### src/rtl/miner_pkg.sv
// rtl/miner_pkg.sv - shared constants and dispatcher state encodings
package miner_pkg;

  localparam int NONCE_W = 32;

  typedef enum logic [2:0] {
    DISPATCH_IDLE = 3'd0,
    DISPATCH_CALC = 3'd1,
    DISPATCH_LOAD = 3'd2,
    DISPATCH_RUN  = 3'd3,
    DISPATCH_DONE = 3'd4
  } dispatch_state_t;

endpackage

### src/rtl/golden_fifo.sv
// rtl/golden_fifo.sv - synchronous golden-nonce FIFO with flush and full/empty flags
module golden_fifo #(
  parameter int WIDTH      = 32,
  parameter int DEPTH_LOG2 = 3
) (
  input  logic             clk,
  input  logic             reset,
  input  logic             flush,
  input  logic             push,
  input  logic [WIDTH-1:0] push_data,
  input  logic             pop,
  output logic [WIDTH-1:0] rd_data,
  output logic             full,
  output logic             empty
);

  localparam int DEPTH = 2 ** DEPTH_LOG2;
  localparam logic [DEPTH_LOG2:0] FULL_CNT = (DEPTH_LOG2 + 1)'(DEPTH);

  logic [WIDTH-1:0]      mem [DEPTH];
  logic [DEPTH_LOG2-1:0] wr_ptr;
  logic [DEPTH_LOG2-1:0] rd_ptr;
  logic [DEPTH_LOG2:0]   count;
  logic                  do_pop;
  logic                  do_push;

  assign empty   = (count == '0);
  assign full    = (count == FULL_CNT);
  // A pop on a full FIFO frees the slot the concurrent push lands in.
  assign do_pop  = pop && !empty;
  assign do_push = push && (!full || do_pop);
  // Head is forced to zero when empty so stale storage never leaks out.
  assign rd_data = empty ? '0 : mem[rd_ptr];

  // Pointer and occupancy tracking; flush discards everything at once.
  always_ff @(posedge clk) begin
    if (reset || flush) begin
      wr_ptr <= '0;
      rd_ptr <= '0;
      count  <= '0;
    end else begin
      if (do_push) wr_ptr <= wr_ptr + 1'b1;
      if (do_pop)  rd_ptr <= rd_ptr + 1'b1;
      case ({do_push, do_pop})
        2'b10:   count <= count + 1'b1;
        2'b01:   count <= count - 1'b1;
        default: count <= count;
      endcase
    end
  end

  // Storage array; contents are only meaningful below the occupancy count.
  always_ff @(posedge clk) begin
    if (do_push && !flush && !reset) mem[wr_ptr] <= push_data;
  end

endmodule

### src/rtl/miner_dispatch.sv
// rtl/miner_dispatch.sv - splits a nonce range across hash cores and gathers golden nonces
module miner_dispatch
  import miner_pkg::*;
#(
  parameter int CORES_LOG2 = 2,
  parameter int FIFO_LOG2  = 3,
  parameter int DROP_W     = 8,
  localparam int NUM_CORES = 2 ** CORES_LOG2
) (
  input  logic                           hash_clk,
  input  logic                           reset,
  input  logic                           new_work,
  input  logic [NONCE_W-1:0]             nonce_min,
  input  logic [NONCE_W-1:0]             nonce_max,
  output logic [NUM_CORES-1:0]           core_reset,
  output logic [NONCE_W*NUM_CORES-1:0]   core_nonce_min,
  output logic [NONCE_W*NUM_CORES-1:0]   core_nonce_max,
  output logic [NUM_CORES-1:0]           core_enable,
  input  logic [NUM_CORES-1:0]           core_done,
  input  logic [NUM_CORES-1:0]           core_golden_valid,
  input  logic [NONCE_W*NUM_CORES-1:0]   core_golden_nonce,
  output logic                           golden_valid,
  input  logic                           golden_ready,
  output logic [NONCE_W-1:0]             golden_nonce,
  output logic                           job_busy,
  output logic                           job_done,
  output logic [DROP_W-1:0]              drop_count
);

  localparam int IDX_W = (CORES_LOG2 > 0) ? CORES_LOG2 : 1;
  localparam logic [IDX_W-1:0] LAST_IDX = IDX_W'(NUM_CORES - 1);

  dispatch_state_t state;
  logic [NONCE_W-1:0] job_min;
  logic [NONCE_W-1:0] job_max;
  logic [NONCE_W:0]   span;
  logic [NONCE_W:0]   chunk;
  logic [1:0]         guard;

  logic [NONCE_W*NUM_CORES-1:0] slice_min;
  logic [NONCE_W*NUM_CORES-1:0] slice_max;
  logic [NUM_CORES-1:0]         slice_en;
  logic [NONCE_W-1:0]           lo;

  logic [NUM_CORES-1:0] pend;
  logic [NONCE_W-1:0]   hold [NUM_CORES];
  logic [IDX_W-1:0]     last_grant;
  logic [IDX_W-1:0]     grant_idx;
  logic [IDX_W-1:0]     cand;
  logic                 grant_any;
  logic [NUM_CORES-1:0] granted;
  logic [NUM_CORES-1:0] accept;
  logic [NUM_CORES-1:0] dropped;
  logic [4:0]           drop_n;
  logic [DROP_W+4:0]    drop_sum;
  logic                 capture_ok;
  logic                 fifo_full;
  logic                 fifo_empty;
  logic                 pop;
  logic                 push;

  // 33-bit span so the full 2^32 range does not wrap to zero.
  assign span = {1'b0, job_max} - {1'b0, job_min} + {{NONCE_W{1'b0}}, 1'b1};

  // Slice layout from the latched job and the chunk computed in CALC.
  always_comb begin
    slice_min = '0;
    slice_max = '0;
    slice_en  = '0;
    lo        = '0;
    if (chunk == '0) begin
      slice_min[NONCE_W-1:0] = job_min;
      slice_max[NONCE_W-1:0] = job_max;
      slice_en[0]            = 1'b1;
    end else begin
      for (int i = 0; i < NUM_CORES; i++) begin
        lo = job_min + chunk[NONCE_W-1:0] * NONCE_W'(i);
        slice_min[NONCE_W*i +: NONCE_W] = lo;
        slice_max[NONCE_W*i +: NONCE_W] = lo + chunk[NONCE_W-1:0] - 1'b1;
      end
      slice_max[NONCE_W*(NUM_CORES-1) +: NONCE_W] = job_max;
      slice_en = '1;
    end
  end

  // Job sequencing FSM; new_work restarts from any state.
  always_ff @(posedge hash_clk) begin
    if (reset) begin
      state          <= DISPATCH_IDLE;
      job_min        <= '0;
      job_max        <= '0;
      chunk          <= '0;
      guard          <= '0;
      core_reset     <= '0;
      core_enable    <= '0;
      core_nonce_min <= '0;
      core_nonce_max <= '0;
      job_busy       <= 1'b0;
      job_done       <= 1'b0;
    end else begin
      core_reset <= '0;
      if (new_work) begin
        job_min     <= nonce_min;
        job_max     <= nonce_max;
        core_enable <= '0;
        job_busy    <= 1'b1;
        job_done    <= 1'b0;
        state       <= DISPATCH_CALC;
      end else begin
        case (state)
          DISPATCH_CALC: begin
            chunk <= span >> CORES_LOG2;
            state <= DISPATCH_LOAD;
          end
          DISPATCH_LOAD: begin
            core_nonce_min <= slice_min;
            core_nonce_max <= slice_max;
            core_enable    <= slice_en;
            core_reset     <= slice_en;
            // Skip the core_reset cycle plus two more while cores drop stale done.
            guard          <= 2'd3;
            state          <= DISPATCH_RUN;
          end
          DISPATCH_RUN: begin
            if (guard != 2'd0) begin
              guard <= guard - 2'd1;
            end else if (&(core_done | ~core_enable)) begin
              job_busy <= 1'b0;
              job_done <= 1'b1;
              state    <= DISPATCH_DONE;
            end
          end
          default: state <= state;
        endcase
      end
    end
  end

  assign capture_ok = ((state == DISPATCH_RUN) || (state == DISPATCH_DONE)) && !new_work;
  assign pop        = golden_ready && !fifo_empty;
  assign push       = grant_any && (!fifo_full || pop);

  // Round-robin pick: nearest pending core after the last one granted.
  always_comb begin
    grant_any = 1'b0;
    grant_idx = '0;
    cand      = '0;
    for (int k = NUM_CORES; k >= 1; k--) begin
      cand = last_grant + IDX_W'(k);
      if (NUM_CORES == 1) cand = '0;
      if (pend[cand]) begin
        grant_any = 1'b1;
        grant_idx = cand;
      end
    end
  end

  // Per-core capture qualification and overflow detection.
  always_comb begin
    granted = '0;
    accept  = '0;
    dropped = '0;
    drop_n  = '0;
    for (int i = 0; i < NUM_CORES; i++) begin
      granted[i] = push && (grant_idx == IDX_W'(i));
      accept[i]  = core_golden_valid[i] && core_enable[i] && capture_ok;
      dropped[i] = accept[i] && pend[i] && !granted[i];
      drop_n     = drop_n + {4'b0, dropped[i]};
    end
    drop_sum = {5'b0, drop_count} + {{DROP_W{1'b0}}, drop_n};
  end

  // Holding registers, pending bits, arbiter pointer and drop counter.
  always_ff @(posedge hash_clk) begin
    if (reset) begin
      pend       <= '0;
      last_grant <= LAST_IDX;
      drop_count <= '0;
      for (int i = 0; i < NUM_CORES; i++) hold[i] <= '0;
    end else begin
      if (drop_n != 5'd0) begin
        drop_count <= (|drop_sum[DROP_W+4:DROP_W]) ? '1 : drop_sum[DROP_W-1:0];
      end
      if (new_work) begin
        pend       <= '0;
        last_grant <= LAST_IDX;
      end else begin
        if (push) last_grant <= grant_idx;
        for (int i = 0; i < NUM_CORES; i++) begin
          if (accept[i]) begin
            if (!pend[i] || granted[i]) begin
              hold[i] <= core_golden_nonce[NONCE_W*i +: NONCE_W];
              pend[i] <= 1'b1;
            end
          end else if (granted[i]) begin
            pend[i] <= 1'b0;
          end
        end
      end
    end
  end

  golden_fifo #(
    .WIDTH      (NONCE_W),
    .DEPTH_LOG2 (FIFO_LOG2)
  ) u_fifo (
    .clk       (hash_clk),
    .reset     (reset),
    .flush     (new_work),
    .push      (push),
    .push_data (hold[grant_idx]),
    .pop       (pop),
    .rd_data   (golden_nonce),
    .full      (fifo_full),
    .empty     (fifo_empty)
  );

  assign golden_valid = !fifo_empty;

endmodule

### config.mk
export PLATFORM = sky130hd
export DESIGN_NAME = miner_dispatch
export DESIGN_NICKNAME = d
export VERILOG_FILES = /design/src/rtl/miner_pkg.sv /design/src/rtl/golden_fifo.sv /design/src/rtl/miner_dispatch.sv
export SDC_FILE = /design/constraint.sdc
export NUM_CORES = 2
export LEC_CHECK = 0
export ABC_AREA = 1
export ABC_CLOCK_PERIOD_IN_PS = 18400
export CORE_ASPECT_RATIO = 0.75
export CORE_MARGIN = 5
export CORE_UTILIZATION = 60
export DETAILED_ROUTE_END_ITERATION = 7
export PLACE_DENSITY_LB_ADDON = 0.25
export RECOVER_POWER = 50
export SLEW_MARGIN = 20
export SYNTH_ARGS = -nofsm -noshare
export SYNTH_HDL_FRONTEND = slang
export SYNTH_SLANG_ARGS = --single-unit
### constraint.sdc
create_clock -name hash_clk -period 18.4 [get_ports hash_clk]
set_clock_uncertainty 0.2 [all_clocks]
set_input_delay 4.6 -clock hash_clk [delete_from_list [all_inputs] [get_ports hash_clk]]
set_output_delay 4.6 -clock hash_clk [all_outputs]
set_load 0.01 [all_outputs]
* Word level (Yosys, flattened, before mapping) *
Memory sizes are Yosys's and may differ from the RTL's. A register that Yosys moved wholly into a read port is not among the register bits.
Cells that the tools add are included.

storage, ports and cells
  memory bits (writable) = 384
  flip-flop bits (word level) = 390
  memories = 2

memory list
  memory      words  width  rd ports  clocked after Yosys merged registers in  write ports  line                  source
  u_fifo.mem  8      32     1         1                                        1            golden_fifo.sv:20     logic [WIDTH-1:0] mem [DEPTH];
  hold        4      32     1         0                                        4            miner_dispatch.sv:46  logic [NONCE_W-1:0] hold [NUM_CORES];

operators by class
  bitwise operators = 9
  multiply operators = 1
  eq/ne operators = 20
  add/subtract/negate cells = 22
  mux-type cells = 76
  reductions and logical operators = 77
  $lt $le $gt $ge = 4

operator list
  operator                                                              number
  32-bit 2-to-1 mux                                                     6
  96-bit 2-to-1 mux                                                     2
  32-bit by 31-bit adder with 32-bit output                             3
  32-bit by 1-bit subtractor with 32-bit output, second input constant  3
  32-bit adder                                                          2
  1-bit 2-to-1 mux                                                      50
  33-bit by 1-bit adder with 33-bit output, second input constant       1
  33-bit zero test                                                      1
  32-bit by 32-bit subtractor with 33-bit output                        1
  31-bit by 2-bit multiplier with 32-bit output, second input constant  1
  1-bit logical AND                                                     27
  2-bit nonzero test                                                    9
  3-bit 2-to-1 mux                                                      5
  1-bit zero test                                                       12
  2-bit by 3-bit < comparator with 1-bit output, second input constant  4
  2-bit AND reduction                                                   6
  3-bit AND reduction                                                   4
  2-bit 2-to-1 mux                                                      5
  8-bit by 4-bit adder with 9-bit output                                1
  3-bit one-hot mux with 3 select lines                                 1
  1-bit binary-select mux with 2-bit select                             4
  1-bit logical OR                                                      8
  8-bit 2-to-1 mux                                                      1
  2-bit by 1-bit != test with 1-bit output, second input constant       4
  other kinds (33)                                                      48

* Logic depth before layout (Yosys ltp) *
  depth in word-level cells = 16
  mapped depth = 28
  mapped depth without buffers = 28

* Modules after synthesis *
Synthesis repeated with hierarchy kept, for this count alone.

unflattened totals
  cells, all modules = 5600
  area, all modules = 44336.3 um^2

modules (own cells, without submodules)
  module          seq. area each (um^2)  instances  area an instance (um^2)  cells each
  miner_dispatch  11350.9                1          33608.5                  4781
  golden_fifo     7947.6                 1          10727.8                  819

* Worst setup path before layout *
No wires, ideal clock.

  path type = input-to-reg
  start = in new_work
  end = mem u_fifo.mem[0][0] (enable)
  setup time = 0.502 ns
  arrival time = 8.536 ns
  slack = 9.163 ns
  stages on the path = 4
  data required time = 17.698 ns
  path buffers = 1
  cell sequence = clkbuf_1 nor2_1 clkinv_1 nor4_1

on the way
  cells in the longest elaborated chain, start to end = 5

RTL lines
  element                                 line                  source
  from (decl)                             miner_dispatch.sv:12  input logic new_work,
  1-bit zero test                         golden_fifo.sv:54     if (do_push && !flush && !reset) mem[wr_ptr] <= push_data;
  1-bit logical AND (2 in series)         golden_fifo.sv:54
  1-bit 2-to-1 mux                        golden_fifo.sv:54
  1-bit 2-to-1 mux (not written as such)  golden_fifo.sv:54
  to (decl)                               golden_fifo.sv:20

Every way passes these cells.

* Worst setup path after layout *
  start = in new_work
  end = reg core_nonce_max[11]

on the way
  cells in the longest elaborated chain, start to end = 2

RTL lines
  element                        line                   source
  1-bit inverter (no line)       -
  2-bit AND reduction (no line)  -
  to (signal assigned)           miner_dispatch.sv:117  core_nonce_max <= slice_max;
  to (decl)                      miner_dispatch.sv:17   output logic [NONCE_W*NUM_CORES-1:0] core_nonce_max,

Every way passes these cells.
A chain may end at the register's enable or synchronous reset.

==> run metrics <==
Sinks on Clock Net 772; fmax 0.0879 GHz; chip width 323 um; Synth Flop Type dfxtp_1; vias in the first global route 40,000; family with the most delay on the worst path buffers and inverters; WP data required 18.76 ns; clk_lat worst skew 0.66 ns; Max-cap violations 7; Max Used Layer met5; DP HPWL 123,000 um; pre-CTS setup slack 9.43 ns; first-pass GRT wire length 244,000 um; Post-Syn Nets 6,099; grt total ovfl 0; synth top area cells edfxtp_1 26%, dfxtp_1 18%, nand2_1 9.3%, ha_1 8.0%, a21oi_1 6.7%; final setup fails 0; IO Port Bufs 510; CTS tree done; Yosys reg bits 772; failing checks capacitance limit, slew limit; via count of the routed design 42,700; DRT iter0 DRCs 6,191; CP Class input pin to flop; Rel. slew slack -186%; clock root cell clkbuf_16; critical path capture point type flop; FFs w/ async S/R, synth 0%; Synth top area share 26.2%; Nets 6,512; setup TNS 0 ns; initial antenna violation count 6; clock tree buffer depth 3; DIE HEIGHT 244 um; core footprint 73,100 um2; CP max stage delay 3.11 ns; Post-CTS Resized 0; RSZ-0062 raised after global routing false; Residual DRC 0; share of layout cells above drive strength 1 4.60%; Syn. warnings 0; Worst-path clk slew 0.06 ns; Via density 6.08; CP max-delay cell clkinvlp_2; std cell rows 86; Final Core Density 71.7%; H-tree depth 3; number of synthesized flops with an enable pin 384; Fin. Hold Viols 0; wire length on met2 68,700 um; VDD IR max 0.0864 mV; Final min period 11.38 ns; average size of a mapped cell 7.89 um2; sequential share of the synthesized area 43.9%; I/O pins 511; result of the run finished, violations left; crit-path max FO 110; Initial Util 60.2%; mapped cell area 44,000 um2; CP arrival 11.74 ns; Lkg Pwr 23.3 nW; Netlist cell types 57; GPL Wtd Cong 1.05; Tcrit/Tclk final 61.8%; setup ws final 7.02 ns; Antenna Violating Nets Remaining 0; gr usage total 40.7%; hold_buf cts 0; CP bufs+invs 2; worst-path cell chain clkbuf_1, nor2_1, clkinvlp_2, a31oi_1, o21ai_0, a21oi_1; Initial DRT Pass Iterations 6; metal3 WL 24,100 um; full die area 78,900 um2; Tightest Pin Transition 4.28 ns; largest net degree at the start of global routing 179; PwrDens 89.4 nW/um2; min-delay worst type flop to flop; CTS Buf Count 76; number of setup buffers added after CTS 0; cell taking the most area after synthesis edfxtp_1; wire per inst 23.7 um; Syn Inst Count 5,575; synth cell count leaders 1,088 x nand2_1, 709 x inv_1, 592 x a21oi_1; Routed Wire Length 166,000 um; met1 wire length 67,400 um; startpoint types input pin; Synth-to-Final Area Change 19.1%; count leader, synth nand2_1; max-slew violation count 412
[worst reg2reg max path: stages, from the launching register on]
cell	delay (ns)
dfxtp_1	0.36
nor2_1	0.16
nand2_1	0.18
nor2_1	0.21
clkinvlp_2	3.11
a31oi_1	2.41
o21ai_0	0.24
a21oi_1	0.18
[area by class of cell]
type | count | area [um2]
multi-input cells | 3865 | 21100
fillers | 5511 | 20700
flip-flops and latches | 772 | 19300
repair buffers | 545 | 5360
inverters | 728 | 2730
clock buffers | 112 | 2180
well taps | 968 | 1210
clock inverters | 25 | 443
diodes | 4 | 10.0
[sequential cells by signal (all words and copies together), names as in the netlist, 2 cells and up, named ones only]
signal          count
core_reset          2
core_enable         2
drop_count          8
state               3
u_fifo.mem        256
u_fifo.wr_ptr       3
hold              128
u_fifo.rd_ptr       3
core_nonce_max    128
last_grant          2
guard               2
pend                4
job_max            32
u_fifo.count        4
chunk              31
job_min            32
core_nonce_min    127
[where the power goes]
part | switching (W) | total, W | internal (W)
clock network | 0.000704 | 0.00164 | 0.000934
logic | 0.000774 | 0.00116 | 0.000381
registers | 0.0000557 | 0.00189 | 0.00183
[cell usage in the layout, fill, tap and decap left out, types with 10 or more instances in the layout]
master	count
nor3_1	24
xor2_1	45
o21ai_0	414
clkdlybuf4s50_1	237
edfxtp_1	384
clkbuf_16	77
nor4_1	10
inv_2	12
o21a_1	15
o22ai_1	32
a21oi_1	592
nor2_2	31
clkbuf_1	29
clkbuf_8	12
a211oi_1	16
nand3_1	344
xnor2_1	26
nand2_2	27
nor2_1	572
nand4_1	41
a31oi_1	66
fa_1	39
nand2_1	1089
dfxtp_1	387
or2_2	27
buf_4	29
a22oi_1	32
inv_1	710
o21bai_1	15
dlygate4sd3_1	271
a21o_1	24
o211ai_1	22
ha_1	281
nand3b_1	10
[stage by stage]
step	instance area [um2]	total power (W)	hold WS [ns]	cells
6_report	52400	0.00468	0.259	7019
5_1_grt	52400	0.00486	0.272	7016
4_1_cts	52400	0.00464	0.263	7015
3_5_place_dp	49800	0.00302	0.255	6878
3_3_place_gp	49800	0.00301	0.245	6878
2_1_floorplan	44000	0.00263	0.231	5575
[routing by layer]
layer,global-route usage [%],vias to the layer above
met5,0,-
met4,12.3,2
met3,12.0,346
met2,58.4,2695
met1,59.6,20100
li1,-,19500
[kinds of logic after synthesis]
family | synth area share [%]
flip-flops | 43.9
adder cells (fa/ha/maj) | 9.77
AND/OR/NAND/NOR | 21.1
buffers and inverters | 8.13
AO/OA/AOI/OAI | 15.7
XOR/XNOR | 1.41
[path summary, 6_finish.rpt]
path	start	to	slack (ns)	cells past startpoint
min reg2reg	core_nonce_max[23]	core_nonce_max[23]	0.26	2
max	new_work	core_nonce_max[11]	7.02	6
min	core_nonce_max[23]	core_nonce_max[23]	0.26	2
max reg2reg	state[2]	core_nonce_max[11]	11.28	7
Note: power is estimated with default switching activity, not from simulation.
